$ cat src/rtl/pmctrl_pkg.sv
// Shared types and constants for the pmdatapath instruction sequencer.
// Field positions refer to the 12-bit instruction word.
package pmctrl_pkg;

    typedef enum logic [1:0] {
        CL_NOP   = 2'b00,
        CL_LOADM = 2'b01,
        CL_ALU   = 2'b10,
        CL_CLEAR = 2'b11
    } cls_e;

    typedef enum logic [2:0] {
        ST_IDLE = 3'd0,
        ST_LDA  = 3'd1,
        ST_EXE  = 3'd2,
        ST_WB   = 3'd3,
        ST_LDM  = 3'd4,
        ST_CLR  = 3'd5,
        ST_NOP  = 3'd6
    } state_e;

    localparam int CLS_HI  = 11;
    localparam int CLS_LO  = 10;
    localparam int OP_HI   = 9;
    localparam int OP_LO   = 7;
    localparam int CIN_B   = 6;
    localparam int SA_HI   = 5;
    localparam int SA_LO   = 4;
    localparam int SB_HI   = 3;
    localparam int SB_LO   = 2;
    localparam int DST_HI  = 1;
    localparam int DST_LO  = 0;
    localparam int MASK_HI = 2;
    localparam int MASK_LO = 0;

    localparam logic [1:0] DST_NONE = 2'b11;

    typedef struct packed {
        logic [2:0] w;
        logic [3:0] ce;
        logic [1:0] sel;
        logic [2:0] s;
        logic       cin;
        logic       clr;
    } ctrl_t;

    localparam logic [2:0] W_IDLE   = 3'b000;
    localparam logic [3:0] CE_IDLE  = 4'b0000;
    localparam logic [1:0] SEL_IDLE = 2'b11;
    localparam logic       CIN_IDLE = 1'b0;
    localparam logic       CLR_IDLE = 1'b0;

    // The ALU pass-through code is a block parameter, so it is supplied here.
    function automatic ctrl_t ctrl_idle(input logic [2:0] pass_b);
        ctrl_t c;
        c.w   = W_IDLE;
        c.ce  = CE_IDLE;
        c.sel = SEL_IDLE;
        c.s   = pass_b;
        c.cin = CIN_IDLE;
        c.clr = CLR_IDLE;
        return c;
    endfunction

endpackage

$ cat src/rtl/pmctrl_decode.sv
// Combinational decode of sequencer state plus latched instruction
// into the datapath control bundle.
module pmctrl_decode
    import pmctrl_pkg::*;
#(
    parameter logic [2:0] ALU_PASS_B = 3'b000
) (
    input  logic [2:0] i_state,
    input  logic [9:0] i_instr,
    output logic [2:0] o_w,
    output logic [3:0] o_ce,
    output logic [1:0] o_sel,
    output logic [2:0] o_s,
    output logic       o_cin,
    output logic       o_clr
);

    ctrl_t      w_ctrl;
    logic [1:0] w_dst;

    assign w_dst = i_instr[DST_HI:DST_LO];

    always_comb begin
        w_ctrl = ctrl_idle(ALU_PASS_B);
        unique case (state_e'(i_state))
            ST_LDA: begin
                w_ctrl.sel   = i_instr[SA_HI:SA_LO];
                w_ctrl.ce[3] = 1'b1;
            end
            ST_EXE: begin
                w_ctrl.sel   = i_instr[SB_HI:SB_LO];
                w_ctrl.s     = i_instr[OP_HI:OP_LO];
                w_ctrl.cin   = i_instr[CIN_B];
                w_ctrl.ce[3] = 1'b1;
            end
            ST_WB: begin
                // dst of 3 shifts the strobe out entirely
                w_ctrl.w       = 3'b001 << w_dst;
                w_ctrl.ce[2:0] = 3'b001 << w_dst;
            end
            ST_LDM: begin
                w_ctrl.w       = 3'b000;
                w_ctrl.ce[2:0] = i_instr[MASK_HI:MASK_LO];
            end
            ST_CLR: begin
                w_ctrl.clr = 1'b1;
            end
            default: begin
            end
        endcase
    end

    assign o_w   = w_ctrl.w;
    assign o_ce  = w_ctrl.ce;
    assign o_sel = w_ctrl.sel;
    assign o_s   = w_ctrl.s;
    assign o_cin = w_ctrl.cin;
    assign o_clr = w_ctrl.clr;

endmodule

$ cat src/rtl/pmctrl.sv
// Instruction sequencer driving the pmdatapath control pins over
// a valid/ready instruction handshake.
module pmctrl
    import pmctrl_pkg::*;
#(
    parameter logic [2:0] ALU_PASS_B = 3'b000
) (
    input  logic        clk,
    input  logic        clr,
    input  logic [11:0] instr,
    input  logic        instr_valid,
    output logic        instr_ready,
    output logic        done,
    output logic [2:0]  dp_w,
    output logic [3:0]  dp_ce,
    output logic [1:0]  dp_sel,
    output logic [2:0]  dp_s,
    output logic        dp_cin,
    output logic        dp_clr
);

    state_e     r_state;
    state_e     w_next;
    state_e     w_start;
    logic [9:0] r_instr;
    logic       r_done;
    logic       w_accept;
    logic       w_last;

    assign instr_ready = (r_state == ST_IDLE);
    assign w_accept    = instr_valid && instr_ready;

    always_comb begin
        w_start = ST_NOP;
        unique case (cls_e'(instr[CLS_HI:CLS_LO]))
            CL_ALU:   w_start = ST_LDA;
            CL_LOADM: w_start = ST_LDM;
            CL_CLEAR: w_start = ST_CLR;
            CL_NOP:   w_start = ST_NOP;
            default:  w_start = ST_NOP;
        endcase
    end

    always_comb begin
        w_next = r_state;
        unique case (r_state)
            ST_IDLE: if (w_accept) w_next = w_start;
            ST_LDA:  w_next = ST_EXE;
            ST_EXE: begin
                if (r_instr[DST_HI:DST_LO] != DST_NONE)
                    w_next = ST_WB;
                else
                    w_next = ST_IDLE;
            end
            ST_WB:   w_next = ST_IDLE;
            ST_LDM:  w_next = ST_IDLE;
            ST_CLR:  w_next = ST_IDLE;
            ST_NOP:  w_next = ST_IDLE;
            default: w_next = ST_IDLE;
        endcase
    end

    // done fires in the first IDLE cycle after any busy state
    assign w_last = (r_state != ST_IDLE) && (w_next == ST_IDLE);

    always_ff @(posedge clk or negedge clr) begin
        if (!clr) begin
            r_state <= ST_IDLE;
            r_instr <= '0;
            r_done  <= 1'b0;
        end else begin
            r_state <= w_next;
            r_done  <= w_last;
            if (w_accept)
                r_instr <= instr[9:0];
        end
    end

    assign done = r_done;

    pmctrl_decode #(
        .ALU_PASS_B(ALU_PASS_B)
    ) u_decode (
        .i_state (r_state),
        .i_instr (r_instr),
        .o_w     (dp_w),
        .o_ce    (dp_ce),
        .o_sel   (dp_sel),
        .o_s     (dp_s),
        .o_cin   (dp_cin),
        .o_clr   (dp_clr)
    );

endmodule

$ cat config.mk
export PLATFORM = sky130hd
export DESIGN_NAME = pmctrl
export DESIGN_NICKNAME = d
export VERILOG_FILES = /design/src/rtl/pmctrl_pkg.sv /design/src/rtl/pmctrl_decode.sv /design/src/rtl/pmctrl.sv
export SDC_FILE = /design/constraint.sdc
export NUM_CORES = 1
export LEC_CHECK = 0
export BUFFER_PORTS_ARGS = -buffer_cell sky130_fd_sc_hd__buf_2
export CAP_MARGIN = 25
export CORE_MARGIN = 2
export CORE_UTILIZATION = 40
export CTS_BUF_LIST = sky130_fd_sc_hd__clkbuf_16
export CTS_CLUSTER_SIZE = 30
export DETAILED_ROUTE_END_ITERATION = 7
export GPL_TIMING_DRIVEN = 0
export HOLD_SLACK_MARGIN = 0.03
export PLACE_DENSITY = 0.69
export SETUP_SLACK_MARGIN = 0.05
export SYNTH_ARGS = -nofsm -noshare
export SYNTH_HDL_FRONTEND = slang
export SYNTH_SLANG_ARGS = --single-unit
$ cat constraint.sdc
create_clock -name clk -period 4.2 [get_ports clk]
set_clock_uncertainty 0.05 [all_clocks]
set_input_delay 0.63 -clock clk [delete_from_list [all_inputs] [get_ports clk]]
set_output_delay 0.63 -clock clk [all_outputs]
set_load 0.005 [all_outputs]
# Word level (Yosys, flattened, before mapping)
# Cells that the tools add are included.
dict set report word_totals {
  mem_bits_ro 0
  ram_bits 0
  word_cells 30
  input_bits 15
  latch_bits 0
  regBits 14
  output_inout_bits 16
  mem_count 0
}
dict set report classes {
  n_addsub 0
  muxes 10
  magnitude_cmp 0
  bitwise_logic 0
  n_shift 1
  n_mul 0
  n_eq_ne 9
  reduce_logical 7
  div 0
}
# cell n
set op_table {}
lappend op_table {{one-hot mux 3 bit (4 select lines)} 1}
lappend op_table {{one-hot mux 3 bit (3 select lines)} 1}
lappend op_table {{equality test 3 x 2 -> 1 bit (second input constant)} 2}
lappend op_table {{equality test 3 bit (second input constant)} 2}
lappend op_table {{logical NOT 3 bit} 2}
lappend op_table {{two-way mux 3 bit} 2}
lappend op_table {{one-hot mux 3 bit (2 select lines)} 1}
lappend op_table {{equality test 2 bit (second input constant)} 2}
lappend op_table {{two-way mux 4 bit} 1}
lappend op_table {{one-hot mux 2 bit (2 select lines)} 1}
lappend op_table {{equality test 3 x 1 -> 1 bit (second input constant)} 1}
lappend op_table {{nonzero test 3 bit} 1}
lappend op_table {{left shift 1 x 2 -> 3 bit (first input constant)} 1}
lappend op_table {{equality test 2 x 1 -> 1 bit (second input constant)} 1}
lappend op_table {{logical AND 1 bit} 2}
lappend op_table {{logical NOT 2 bit} 1}
lappend op_table {{two-way mux 1 bit} 2}
lappend op_table {{two-way mux 2 bit} 1}
lappend op_table {{!= test 2 bit (second input constant)} 1}
lappend op_table {{OR reduction 2 bit} 1}

# Depth between registers and ports, before layout
dict set report depth {
  ltp_word 6
  depth_mapped 4
  depth_no_buf 3
}

# Hierarchy
# Synthesis repeated with hierarchy kept, for this count alone.
dict set report hier_totals {
  hier_cells 65
  area_unflattened_um2 803.3
}
# mod area_per_inst_um2 seq_area_each_um2 instances cells_each
set by_module_without_submodules {}
lappend by_module_without_submodules {pmctrl 605.6 350.3 1 37}
lappend by_module_without_submodules {pmctrl_decode 197.7 0.0 1 28}

# Worst setup path after synthesis
# OpenSTA, ideal clock, no wires.
dict set report synth_timing {
  kind {reg-to-output}
  startpoint {reg r_state[2]}
  endpoint {out dp_ce[1]}
  slack_ns 2.503
  stages_incl_launch_ff 4
  required_time_ns 3.520
  path_buffers 0
  arrival_time_ns 1.017
  cell_sequence {dfrtp_1 nand3b_1 nor3b_1 a31o_2}
}
dict set report synth_between {
  elab_chain_cells 2
  word_cells_on_any_way 3
  classes_between {eq/ne (2); mux (1)}
}
# element line_no
set synth_rtl {}
lappend synth_rtl {{start, declared} pmctrl.sv:22} ;# state_e r_state;
lappend synth_rtl {{start signal, assigned} pmctrl.sv:72} ;# r_state <= w_next;
lappend synth_rtl {{equality test 3 bit / equality test 3 x 2 -> 1 bit (equally long branches)} pmctrl_decode.sv:25} ;# unique case (state_e'(i_state))
lappend synth_rtl {{one-hot mux 3 bit (2 select lines) *} pmctrl_decode.sv:25}
lappend synth_rtl {{end, declared} pmctrl.sv:15} ;# output logic [3:0] dp_ce,
# Mark *: on every way between the ends. The rest lies on a longest branch, timed or not.

# Worst setup path in the final report
dict set report layout_timing {
  startpoint {reg r_state[2]}
  endpoint {out dp_cin}
}
dict set report layout_between {
  elab_chain_cells 2
}
# element line_no
set layout_rtl {}
lappend layout_rtl {{equality test 3 x 2 -> 1 bit} pmctrl_decode.sv:25}
lappend layout_rtl {{two-way mux 4 bit} pmctrl_decode.sv:25}
lappend layout_rtl {{end, declared} pmctrl.sv:18} ;# output logic dp_cin,
# Every way passes these cells.

==> impl_metrics.yaml <==
synth:
  syn_nets: 74
  synthArstFlopShare_pct: 100
  synth-seq-cells: 14
  synthXorXnorAreaFrac_pct: 0
  yosys.area.top_type: "dfrtp_1"
  yosys.area.top_type_share_pct: 47.5
  yosysSeqAreaShare_pct: 47.5
  netlist_top_cells_count: "14 x dfrtp_1, 9 x mux2_4, 4 x and2_1"
  ys_types: 25
  avgSynthCellArea_sq_um: 12.5
  syn_area_sq_um: 737
  yosysMostFrequentCell: "dfrtp_1"
  yosysWarnings: 0
  synth_compound_area_share_pct: 11.7
  synthAdderAreaFrac_pct: 0
  synthCells: 59
  synthSimpleGateAreaFrac_pct: 16.6
  synth_top_family_by_area: "multiplexers"
  synth_edf_count: 0
  synth.area.mux_share_pct: 19.9
  synth_flop_cell: "dfrtp_1"
  synth_area_leaders: "dfrtp_1 48%, mux2_4 18%, a31o_2 3.6%, and2_1 3.4%, buf_12 2.7%"
detailed_routing:
  drtIter0Drc: 3
  ant_nets: 0
  wirelength_mm: 1.50
  dr_total_vias: 590
  wl_per_cell_um: 12.7
  vias_per_cell: 5.00
  drt_pass1_iterations: 3
  route.detailed.drc: 0
sta:
  final_max_slew_viol_count: 0
  rsz0062_at_grt: "no"
  worstMarginPinSlew_ns: 0.522
  fin_crit_sh_pct: 54.2
  slew_headroom_pct: 65.0
  clock.fmax_mhz: 439
  layout_setup_ws_ns: 1.92
  setup_viol: 0
  timing.setup.tns_ns: 0
  finalHoldViolations: 0
  min_period_ns: 2.28
worst_setup_path:
  crit_path_max_incr_delay_ns: 0.45
  critPathKind: "flip-flop to output port"
  endpoint_kind: "output port"
  crit_fanout: 10
  crit_slowest_cell: "nor3_1"
  crit_family: "simple AND/OR/NAND/NOR gates"
  worstPathRequired_ns: 3.52
  crit_path_cell_trace: "clkbuf_1 > nor3_1 > and2_1 > buf_2"
  crit_path_start_kind: "flip-flop"
  cp_data_arrival_time_ns: 1.60
  crit_buf_inv: 2
finish:
  antenna_cells: 0
  drive_gt1_share_pct: 53.8
  multi_input_area_sq_um: 355
  synthToLayoutAreaGrowth_pct: 35.3
  nNetsFinal: 109
  nFillCells: 173
  final-seq-area_sq_um: 350
placed_design:
  place_ws_ns: 2.11
  hpwl_mm: 1.11
  place_congestion: 0.813
  io_buffers: 30
die:
  fp.dieW_um: 46.9
  start_util_pct: 42.7
  die_h_um: 46.9
  fp.dieArea_sq_um: 2200
  core_area_sq_um: 1730
  fp-row-count: 15
  design.portCount: 31
cts:
  clockRootBuffer: "clkbuf_16"
  clockBufferDepth: 2
  htree_levels: 1
  cts.sinks: 14
  cts_setup_buffers: 0
  cts_hold_buf: 0
  path_clk_slew_ns: 0.04
  ctsResizeCount: 0
  cts_tree: "built"
  cts_made_buffers: 3
  worstSkewPairLatency_ns: 0.24
run:
  maxCapViolCount: 0
global_route:
  grt.total_usage_pct: 15.7
  grt_start_max_net_pins: 15
  grt_first_pass_wirelength_mm: 2.39
  grt_overflow: 0
  antenna_found_initial: 0
  grt_pass1_vias: 531
power:
  ir_drop_mv: 0.310
  p_total_uw: 746
  pwr_density_cell_nw_per_um2: 748
  p_leak_nw: 0.503
min_path:
  hold_path.class: "primary input to asynchronous set/reset pin"
run_status:
  status: "completed"
## area by class of cell
type                       instances  share of cell area (%)
clock buffer                       3                    7.53
clock inverter                     1                   0.376
multi-input combinational         41                    35.6
inverter                           2                   0.753
timing repair buffer              30                    15.1
buffer                             2                    2.38
tap                               25                    3.14
sequential                        14                    35.1
## worst paths after layout
check,cells past startpoint,slack (ns),start,end
min,1,0.23,clr,r_state[0]
max,4,1.92,r_state[2],dp_cin
min in group clk,1,0.45,r_instr[8],r_instr[8]
max in group asynchronous,1,3.64,clr,r_instr[4]
min reg2reg,1,0.45,r_instr[8],r_instr[8]
max reg2reg,4,2.64,r_state[1],r_instr[9]
## cell families after synthesis
logic type / Yosys count
and+or+nand+nor: 19
DFF: 14
AOI/OAI and AO/OA: 12
muxes: 10
buffers and inverters: 4
## worst reg2reg max path: cells and delay by family (launching register included)
kind                   cells  cell delay (ns)
and+or+nand+nor            2             0.50
DFF                        1             0.44
buffers and inverters      1             0.14
muxes                      1             0.31
## per-layer routing
layer	wire length, um	global-route usage [%]
met5	0	0
met4	23	6.67
met3	105	3.46
met2	736	26.8
met1	638	18.9
## cell usage in the layout, fill, tap and decap left out, types with 2 or more instances in the layout
master	netlist	routed
buf_2	0	30
nor3_1	2	2
a31o_2	3	3
o22ai_1	2	2
nand2b_1	2	2
dfrtp_1	14	14
clkbuf_16	0	3
a21oi_1	3	3
mux2_4	9	9
and2_1	4	4
nor3b_1	2	2
nand2_1	2	2
inv_1	2	2
## sequential cells by signal, indices dropped and copies added, names as in the netlist
name and flops:
done 1, r_state 3, r_instr 10
## where the power goes
| group | leakage, nW | total, mW | internal, mW | switching, mW |
|---|---|---|---|---|
| clock | 0.0385 | 0.177 | 0.125 | 0.0512 |
| combinational | 0.296 | 0.309 | 0.189 | 0.121 |
| sequential | 0.169 | 0.260 | 0.200 | 0.0597 |
## per-stage QoR
step                cell area [sq um]  hold WS [ns]  utilization, %  std cells
floorplan                         737         0.284               -         59
global placement                  918         0.438            53.2        114
detailed placement                918         0.436            53.2        114
CTS                               997         0.237            57.8        118
global route                      997         0.249            57.8        118
finish                            997         0.227            57.8        118
Note: power is estimated with default switching activity, not from simulation.
